$ cat config.mk
export PLATFORM = sky130hd
export DESIGN_NAME = mips_rtype_sequencer
export DESIGN_NICKNAME = d
export VERILOG_FILES = /design/src/rtl/mips_rtype_sequencer.sv
export SDC_FILE = /design/constraint.sdc
export NUM_CORES = 1
export LEC_CHECK = 0
export BUFFER_PORTS_ARGS = -buffer_cell sky130_fd_sc_hd__buf_4
export CORE_MARGIN = 3
export CORE_UTILIZATION = 30
export CTS_CLUSTER_DIAMETER = 30
export DETAILED_ROUTE_END_ITERATION = 10
export PLACE_DENSITY = 0.58
export SLEW_MARGIN = 30
export SYNTH_ARGS = -nofsm -noshare
export SYNTH_HDL_FRONTEND = slang
export SYNTH_SLANG_ARGS = --single-unit
$ cat constraint.sdc
create_clock -name clk -period 2.9 [get_ports clk]
set_clock_uncertainty 0.1 [all_clocks]
set_input_delay 0.58 -clock clk [delete_from_list [all_inputs] [get_ports clk]]
set_output_delay 0.58 -clock clk [all_outputs]
set_load 0.01 [all_outputs]
$ cat src/rtl/mips_rtype_sequencer.sv
// Multi-cycle issue controller for the combinational mips_core R-type datapath.
// Instruction words queue in a small FIFO and are decoded one at a time. Legal
// words go to the core, and the core result is returned on a valid/ready
// writeback port. Illegal words are dropped with a one-cycle flag.
module mips_rtype_sequencer #(
    parameter int unsigned QDEPTH = 4,
    parameter int unsigned CNT_W  = 16
) (
    input  logic             clk,
    input  logic             rst_n,
    input  logic             in_valid,
    input  logic [31:0]      in_instr,
    output logic             in_ready,
    output logic [31:0]      core_instr,
    input  logic [31:0]      core_result,
    output logic             wb_valid,
    output logic [4:0]       wb_rd,
    output logic [31:0]      wb_data,
    input  logic             wb_ready,
    output logic             illegal,
    output logic             busy,
    output logic [CNT_W-1:0] retired_count
);

    localparam int unsigned PTR_W   = (QDEPTH > 1) ? $clog2(QDEPTH) : 1;
    localparam int unsigned QCNT_W  = PTR_W + 1;

    localparam logic [1:0] S_IDLE  = 2'd0;
    localparam logic [1:0] S_ISSUE = 2'd1;
    localparam logic [1:0] S_EXEC  = 2'd2;
    localparam logic [1:0] S_WB    = 2'd3;

    logic [31:0]       fifo_mem [QDEPTH];
    logic [PTR_W-1:0]  wr_ptr;
    logic [PTR_W-1:0]  rd_ptr;
    logic [QCNT_W-1:0] q_count;
    logic [1:0]        state;
    logic [1:0]        state_nxt;
    logic [31:0]       instr_q;
    logic              push;
    logic              pop;
    logic              full;
    logic              empty;
    logic              legal;
    logic              rd_zero;
    logic              load_wb;
    logic              set_wb;
    logic              clr_wb;
    logic              retire;

    assign full       = (q_count == QCNT_W'(QDEPTH));
    assign empty      = (q_count == '0);
    assign in_ready   = !full;
    assign push       = in_valid && in_ready;
    assign busy       = (state != S_IDLE) || !empty;
    assign core_instr = (state == S_IDLE) ? 32'h0000_0000 : instr_q;
    assign rd_zero    = (instr_q[15:11] == 5'd0);

    // Supported R-type decode; shifts additionally require rs == 0
    always_comb begin
        legal = 1'b0;
        if (instr_q[31:26] == 6'd0) begin
            case (instr_q[5:0])
                6'h20, 6'h21, 6'h22, 6'h24, 6'h25, 6'h2B: legal = 1'b1;
                6'h00, 6'h02, 6'h03:                      legal = (instr_q[25:21] == 5'd0);
                default:                                  legal = 1'b0;
            endcase
        end
    end

    // State register
    always_ff @(posedge clk or negedge rst_n) begin
        if (!rst_n) begin
            state <= S_IDLE;
        end else begin
            state <= state_nxt;
        end
    end

    // Next-state and control decode
    always_comb begin
        state_nxt = state;
        pop       = 1'b0;
        load_wb   = 1'b0;
        set_wb    = 1'b0;
        clr_wb    = 1'b0;
        retire    = 1'b0;
        illegal   = 1'b0;
        case (state)
            S_IDLE: begin
                if (!empty) begin
                    pop       = 1'b1;
                    state_nxt = S_ISSUE;
                end
            end
            S_ISSUE: begin
                if (legal) begin
                    state_nxt = S_EXEC;
                end else begin
                    illegal   = 1'b1;
                    state_nxt = S_IDLE;
                end
            end
            S_EXEC: begin
                load_wb = 1'b1;
                if (rd_zero) begin
                    retire    = 1'b1;
                    pop       = !empty;
                    state_nxt = empty ? S_IDLE : S_ISSUE;
                end else begin
                    set_wb    = 1'b1;
                    state_nxt = S_WB;
                end
            end
            S_WB: begin
                if (wb_ready) begin
                    clr_wb    = 1'b1;
                    retire    = 1'b1;
                    pop       = !empty;
                    state_nxt = empty ? S_IDLE : S_ISSUE;
                end
            end
            default: state_nxt = S_IDLE;
        endcase
    end

    // FIFO storage; contents are don't-care while the queue is empty
    always_ff @(posedge clk) begin
        if (push) begin
            fifo_mem[wr_ptr] <= in_instr;
        end
    end

    // FIFO pointers and occupancy
    always_ff @(posedge clk or negedge rst_n) begin
        if (!rst_n) begin
            wr_ptr  <= '0;
            rd_ptr  <= '0;
            q_count <= '0;
        end else begin
            if (push) begin
                wr_ptr <= wr_ptr + PTR_W'(1);
            end
            if (pop) begin
                rd_ptr <= rd_ptr + PTR_W'(1);
            end
            case ({push, pop})
                2'b10:   q_count <= q_count + QCNT_W'(1);
                2'b01:   q_count <= q_count - QCNT_W'(1);
                default: q_count <= q_count;
            endcase
        end
    end

    // Instruction register, writeback port and retire counter
    always_ff @(posedge clk or negedge rst_n) begin
        if (!rst_n) begin
            instr_q       <= '0;
            wb_valid      <= 1'b0;
            wb_rd         <= '0;
            wb_data       <= '0;
            retired_count <= '0;
        end else begin
            if (pop) begin
                instr_q <= fifo_mem[rd_ptr];
            end
            if (load_wb) begin
                wb_data <= core_result;
                wb_rd   <= instr_q[15:11];
            end
            if (set_wb) begin
                wb_valid <= 1'b1;
            end else if (clr_wb) begin
                wb_valid <= 1'b0;
            end
            if (retire) begin
                retired_count <= retired_count + CNT_W'(1);
            end
        end
    end

endmodule
==> results of run 1 <==
per-stage QoR:
step | setup WS, ps | std cells
after floorplan | 522 | 490
after CTS | 9.96 | 1111
after global routing | -15.2 | 1113
final | 83.8 | 1113
after detailed placement | 524 | 1022
after global placement | 540 | 1022
Yosys cell counts (8+ instances only):
cell type	instances
dfrtp_1	95
nor2_1	9
nand2_1	9
edfxtp_1	128
mux4_2	32
xor2_1	14
clkbuf_1	8
and3_1	8
mux2_4	28
nor2b_1	34
mux2_2	43
cells by family (layout without fill, tap and decap cells):
logic type | Yosys count | count (layout) | share of synthesized area [%]
DFF | 223 | 223 | 69.5
muxes | 104 | 104 | 18.3
and+or+nand+nor | 92 | 92 | 6.22
buffers and inverters | 28 | 267 | 1.69
xor gates and xnor gates | 21 | 21 | 2.05
AOI/OAI and AO/OA | 15 | 15 | 1.22
adders and majority gates | 7 | 7 | 1.06
cell usage in the layout (no fill, tap or decap), types with 2 or more instances in the layout:
master | synthesis | routed
nor4_1 | 6 | 5
clkinv_4 | 0 | 3
dfrtp_1 | 95 | 92
nor3_1 | 4 | 4
and3_1 | 8 | 4
inv_1 | 7 | 7
nor2_4 | 1 | 2
nand4_1 | 4 | 4
bufinv_16 | 0 | 8
mux2_2 | 43 | 43
edfxtp_1 | 128 | 128
clkbuf_16 | 0 | 52
xor2_1 | 14 | 14
nor3_4 | 2 | 2
clkinv_2 | 0 | 9
mux2_4 | 28 | 28
buf_4 | 2 | 168
clkbuf_1 | 8 | 5
buf_12 | 0 | 2
mux4_2 | 32 | 32
o21ai_0 | 5 | 5
inv_6 | 0 | 3
ha_1 | 6 | 6
dfrtp_2 | 0 | 3
xnor2_1 | 7 | 7
nor2_1 | 9 | 9
nand3_1 | 6 | 6
clkinvlp_4 | 0 | 5
a21oi_1 | 3 | 3
and3_2 | 0 | 4
clkbuf_8 | 0 | 3
nor2b_1 | 34 | 33
nand2_1 | 9 | 9
critical path, cell delays in order, from the launching register on:
cell and delay, ps:
dfrtp_1 390, nor4_2 270, o2111ai_1 150, a2111o_1 510, nor2b_4 170, buf_6 120
layout make-up:
| class | instances | area (um^2) |
|---|---|---|
| Timing Repair Buffer | 171 | 1310 |
| Inverter | 7 | 26.3 |
| Clock buffer | 60 | 1360 |
| Fill cell | 2596 | 16700 |
| Clock inverter | 29 | 379 |
| Sequential cell | 223 | 6220 |
| Multi-Input combinational cell | 239 | 2610 |
| Tap cell | 384 | 480 |
flip-flops by register name (all words and copies together), names as in the netlist:
signal	count
fifo_mem	128
wb_rd	5
instr_q	32
wb_valid	1
retired_count	16
state	2
rd_ptr	2
wb_data	32
wr_ptr	2
q_count	3
where the power goes:
group / total (mW) / switching (mW) / internal, mW
logic: 4.30 / 1.91 / 2.39
registers: 5.02 / 0.636 / 4.38
clock network: 5.69 / 1.67 / 4.02
total: 15.0 / 4.21 / 10.8
repair_timing:
action | in CTS | in global routing
endpoints found under the setup margin | 1 | 1
pin swaps | 1 | 3
setup buffers | 0 | 2
gates resized for setup | 0 | 5
how the worst min path moves through the flow:
stage                                    end  slack (ps)  depth (start not counted)
6_report       retired_count[13]$_DFFE_PN0P_          40                          1
5_1_grt         retired_count[7]$_DFFE_PN0P_          90                          1
4_1_cts         retired_count[8]$_DFFE_PN0P_          50                          1
3_5_place_dp   retired_count[15]$_DFFE_PN0P_         370                          1
3_3_place_gp   retired_count[15]$_DFFE_PN0P_         360                          1
2_1_floorplan         instr_q[0]$_DFFE_PN0P_         180                          0
per-layer routing:
layer	up-vias	GRT usage, %
met2	167	22.1
li1	2286	-
met1	2580	15.6
met4	0	4.12
met5	-	0
met3	30	3.49
==> flow_metrics.tcl, run 1 <==
set metrics [dict create \
    netlist_area_um2 8950 \
    overflow 0 \
    maxCapViolations 0 \
    crit_fanout 3 \
    crit_start "instr_q[25]$_DFFE_PN0P_" \
    drt-initial-drc-count 182 \
    leakage_nw 5.08 \
    top_layer "met4" \
    cts_hold_buf 0 \
    floorplan.initialDensity_pct 30.8 \
    wl_met3_um 1480 \
    path_class "reg2out" \
    dp_hpwl_um 13400 \
    grt_pass1_wl_um 31100 \
    power.density_nw_per_um2 1210 \
    relSlewSlack_pct 48.2 \
    yosys.area.top_type_share_pct 42.9 \
    cp-start-kind "flip-flop" \
    r2r_slack_ps 540 \
    num_rows 62 \
    fin_tns_setup_ps 0 \
    gp_congestion 0.770 \
    final_area_um2 12400 \
    status "complete, no violations" \
    fmax_ghz 0.355 \
    synth_cells 490 \
    synth_edf_count 128 \
    m1WireLength_um 8290 \
    drt_first_pass_iters 5 \
    fin_nets 766 \
    worst_pin_slew_ps 778 \
    avgViaCountPerCell 4.55 \
    grt_max_degree 55 \
    yosys.area.top_type "edfxtp_1" \
    synth_flop_cell "edfxtp_1" \
    syn-num-nets 565 \
    rsz0062_at_grt "true" \
    yosys.cell_types.count 42 \
    vdd_drop_max_v 0.000461 \
    cts_root_buf "clkbuf_16" \
    syn_to_final_growth_pct 38.4 \
    fin_crit_ps 2820 \
    finalCritPeriodShare_pct 97.1 \
    die_w_um 179 \
    ys_ff_latch 223 \
    design.core.area_um2 29100 \
    clk_path_buf_depth 3 \
    die_h_um 179 \
    cp.arrival_ps 2140 \
    yosysWarnings 0 \
    syn_area_per_cell_um2 18.3 \
    ios 157 \
    drc 0 \
    setup_violations 0 \
    min_path_type "in2async" \
    clk_pin_slew_ps 50 \
    wl_met2_um 10500 \
    r2r_end "q_count[2]$_DFFE_PN0P_" \
    drive_above_1_share_pct 51.3 \
    cts_sinks 223 \
    hold_violations 0 \
    diodes 0 \
    clk_latency_ps 520 \
    tritoncts "yes" \
    async_reset_ff_share_pct 42.6 \
    vias 5063 \
    required_ps 2220 \
    r2r-start "instr_q[12]$_DFFE_PN0P_" \
    utilization_pct 42.6 \
    hold_slack_ps 36.2 \
    reg2reg_depth 9 \
    crit_path_end_kind "primary output" \
    wire_per_inst_um 18.5 \
    drv_slew 0 \
    die-area_um2 31900 \
    antenna_left 0 \
    routed_wl_um 20600 \
    grt_pass1_vias 5535 \
    finalPower_mw 15.0 \
    placed_area_um2 10600 \
    track_usage_pct 12.8 \
    port_buffers 156 \
    htreeDepth 2 \
    crit_path_end "illegal" \
    synth_area_leaders "edfxtp_1 (43%), dfrtp_1 (27%), mux4_2 (8.1%)" \
    antenna_found_initial 0 \
    numCtsBuffers 49 \
    seq_area_frac_synth_pct 69.5 \
]
Note: power is estimated with default switching activity, not from simulation.
==> run 2, diff against run 1 <==
--- a/config.mk
+++ b/config.mk
@@ -6,11 +6,13 @@
 export NUM_CORES = 1
 export LEC_CHECK = 0
 export BUFFER_PORTS_ARGS = -buffer_cell sky130_fd_sc_hd__buf_4
+export CELL_PAD_IN_SITES_DETAIL_PLACEMENT = 1
+export CELL_PAD_IN_SITES_GLOBAL_PLACEMENT = 1
 export CORE_MARGIN = 3
 export CORE_UTILIZATION = 30
 export CTS_CLUSTER_DIAMETER = 30
 export DETAILED_ROUTE_END_ITERATION = 10
-export PLACE_DENSITY = 0.58
+export PLACE_DENSITY = 0.65
 export SLEW_MARGIN = 30
 export SYNTH_ARGS = -nofsm -noshare
 export SYNTH_HDL_FRONTEND = slang
==> run 2 against run 1 <==
Flip-flop and latch count did not move. Critical path type unchanged. Final cell count increased by 0.54%. Count of clock-buffer cells in the layout is 8 higher. Global-route usage is 0.59 points higher. Power shrank 0.53%. Critical path depth did not move. Design area about the same. Register-to-register slack improved by 70 ps. Die area stayed put. Utilization about the same. Non-clock buffer count grew 1. First-iteration DRC count fell by 15%.
==> flow_metrics.tcl, run 2 (same netlist as run 1, synthesis figures left out) <==
set metrics [dict create \
    status "complete, no violations" \
    routed_wl_um 21600 \
    cts_sinks 223 \
    vdd_drop_max_v 0.000603 \
    num_rows 62 \
    reg2reg_depth 10 \
    track_usage_pct 13.4 \
    dp.cells 1023 \
    crit_path_end_kind "primary output" \
    crit_path_end "illegal" \
    maxCapViolations 0 \
    top_regs "fifo_mem: 128 flops, instr_q: 32 flops, wb_data: 32 flops" \
    drive_above_1_share_pct 50.9 \
    fin_tns_setup_ps 0 \
    drt-initial-drc-count 154 \
    r2r_end "q_count[2]$_DFFE_PN0P_" \
    dp_worst_setup_slack_ps 526 \
    seqPwrFrac_pct 33.7 \
    drc 0 \
    leakage_nw 5.07 \
    grt_max_degree 52 \
    die_w_um 179 \
    fin_crit_ps 2850 \
    final_common_cell "buf_4" \
    antenna_left 0 \
    vias 5085 \
    grt_pass1_vias 5838 \
    crit_fanout 4 \
    drv_slew 0 \
    n_fill_cell 2879 \
    finalCritPeriodShare_pct 98.4 \
    design.core.area_um2 29100 \
    cp_slowest_cell "a2111o_1" \
    crit_start "instr_q[2]$_DFFE_PN0P_" \
    r2r_slack_ps 610 \
    cts_root_buf "clkbuf_16" \
    clk_pin_slew_ps 50 \
    cp_slowest_stage_delay_ps 460 \
    pwr-share-clk_pct 37.5 \
    finalNonFillerCells 1119 \
    path_cells "nor4_2 > o2111ai_1 > a2111o_1 > nor2b_4 > buf_6" \
    gp_congestion 0.742 \
    required_ps 2220 \
    diodes 0 \
    htreeDepth 2 \
    clk_path_buf_depth 3 \
    fmax_ghz 0.351 \
    dp_hpwl_um 14200 \
    relSlewSlack_pct 37.7 \
    hold_violations 0 \
    min_path_type "in2reg" \
    min_from "in_instr[14]" \
    clk_latency_ps 530 \
    finalPower_mw 14.9 \
    setup_ws_ps 47.3 \
    switching_share_pct 28.9 \
    layout_common_cells "buf_4 (169), edfxtp_1 (128), dfrtp_1 (93)" \
    wire_per_inst_um 19.3 \
    worst_pin_slew_ps 935 \
    fin_nets 769 \
    rsz0062_at_grt "true" \
    drt_first_pass_iters 4 \
    die_h_um 179 \
    path_class "reg2out" \
    grt_pass1_wl_um 32900 \
    antenna_found_initial 1 \
    port_buffers 156 \
    cp.arrival_ps 2170 \
    max_flop_register "fifo_mem" \
    cp-start-kind "flip-flop" \
    p_int_mw 10.6 \
    die-area_um2 31900 \
    overflow 0 \
    tritoncts "yes" \
    pwr-share-comb_pct 28.8 \
    ios 157 \
    p_switching_mw 4.31 \
    avgViaCountPerCell 4.54 \
    setup_violations 0 \
    power.density_nw_per_um2 1210 \
    r2r-start "q_count[0]$_DFFE_PN0P_" \
    hold_slack_ps 149 \
    syn_to_final_growth_pct 38.3 \
    numCtsBuffers 51 \
    largest_reg_flops 128 \
    floorplan.initialDensity_pct 30.8 \
]
run 2: repair_timing:
action	CTS	global route
buffers inserted	1	0
pin swaps	3	0
hold buffers	1	0
endpoints found under the hold margin	7	0
gates resized for setup	4	0
setup endpoints to repair	1	1
run 2: worst max-delay path, delay by kind of cell, from the launching register on:
| family | cells | cell delay, ps |
|---|---|---|
| flops | 1 | 410 |
| compound gates | 2 | 630 |
| buf+inv | 1 | 120 |
| simple gates | 2 | 480 |
run 2: layout make-up:
type | count | area (um^2) | share of cell area [%]
clock inverter | 26 | 280 | 2.26
multi-input combinational | 239 | 2610 | 21.1
tap | 384 | 480 | 3.88
sequential | 223 | 6220 | 50.3
timing repair buffer | 172 | 1310 | 10.6
inverter | 7 | 26.3 | 0.212
clock buffer | 68 | 1450 | 11.7
run 2: per-layer routing:
layer | wire length [um] | global-route usage (%)
met1 | 8590 | 15.8
met5 | 12 | 0
met3 | 1360 | 3.54
met4 | 482 | 4.48
met2 | 11100 | 23.8
run 2: how the worst min path moves through the flow:
stage / to / slack [ps] / depth (start not counted)
finish: fifo_mem[3][14]$_DFFE_PP_ / 150 / 1
global route: fifo_mem[0][19]$_DFFE_PP_ / 120 / 1
CTS: fifo_mem[2][18]$_DFFE_PP_ / 120 / 1
detailed placement: retired_count[15]$_DFFE_PN0P_ / 360 / 1
global placement: retired_count[15]$_DFFE_PN0P_ / 360 / 1
floorplan: instr_q[0]$_DFFE_PN0P_ / 180 / 0
run 2: power groups by stage:
stage / sequential, mW / combinational [mW] / clock [mW]
floorplan: 4.91 / 2.73 / 0
global placement: 4.99 / 4.26 / 0
detailed placement: 5.07 / 4.39 / 0
CTS: 5.05 / 4.44 / 5.73
global route: 5.15 / 4.68 / 5.92
finish: 5.03 / 4.30 / 5.59
run 2: stage by stage:
| stage | cell area, um^2 | util, % |
|---|---|---|
| finish | 12400 | 42.6 |
| global route | 12400 | 42.6 |
| CTS | 12400 | 42.6 |
| detailed placement | 10600 | 36.5 |
| global placement | 10600 | 36.5 |
| floorplan | 8950 | - |
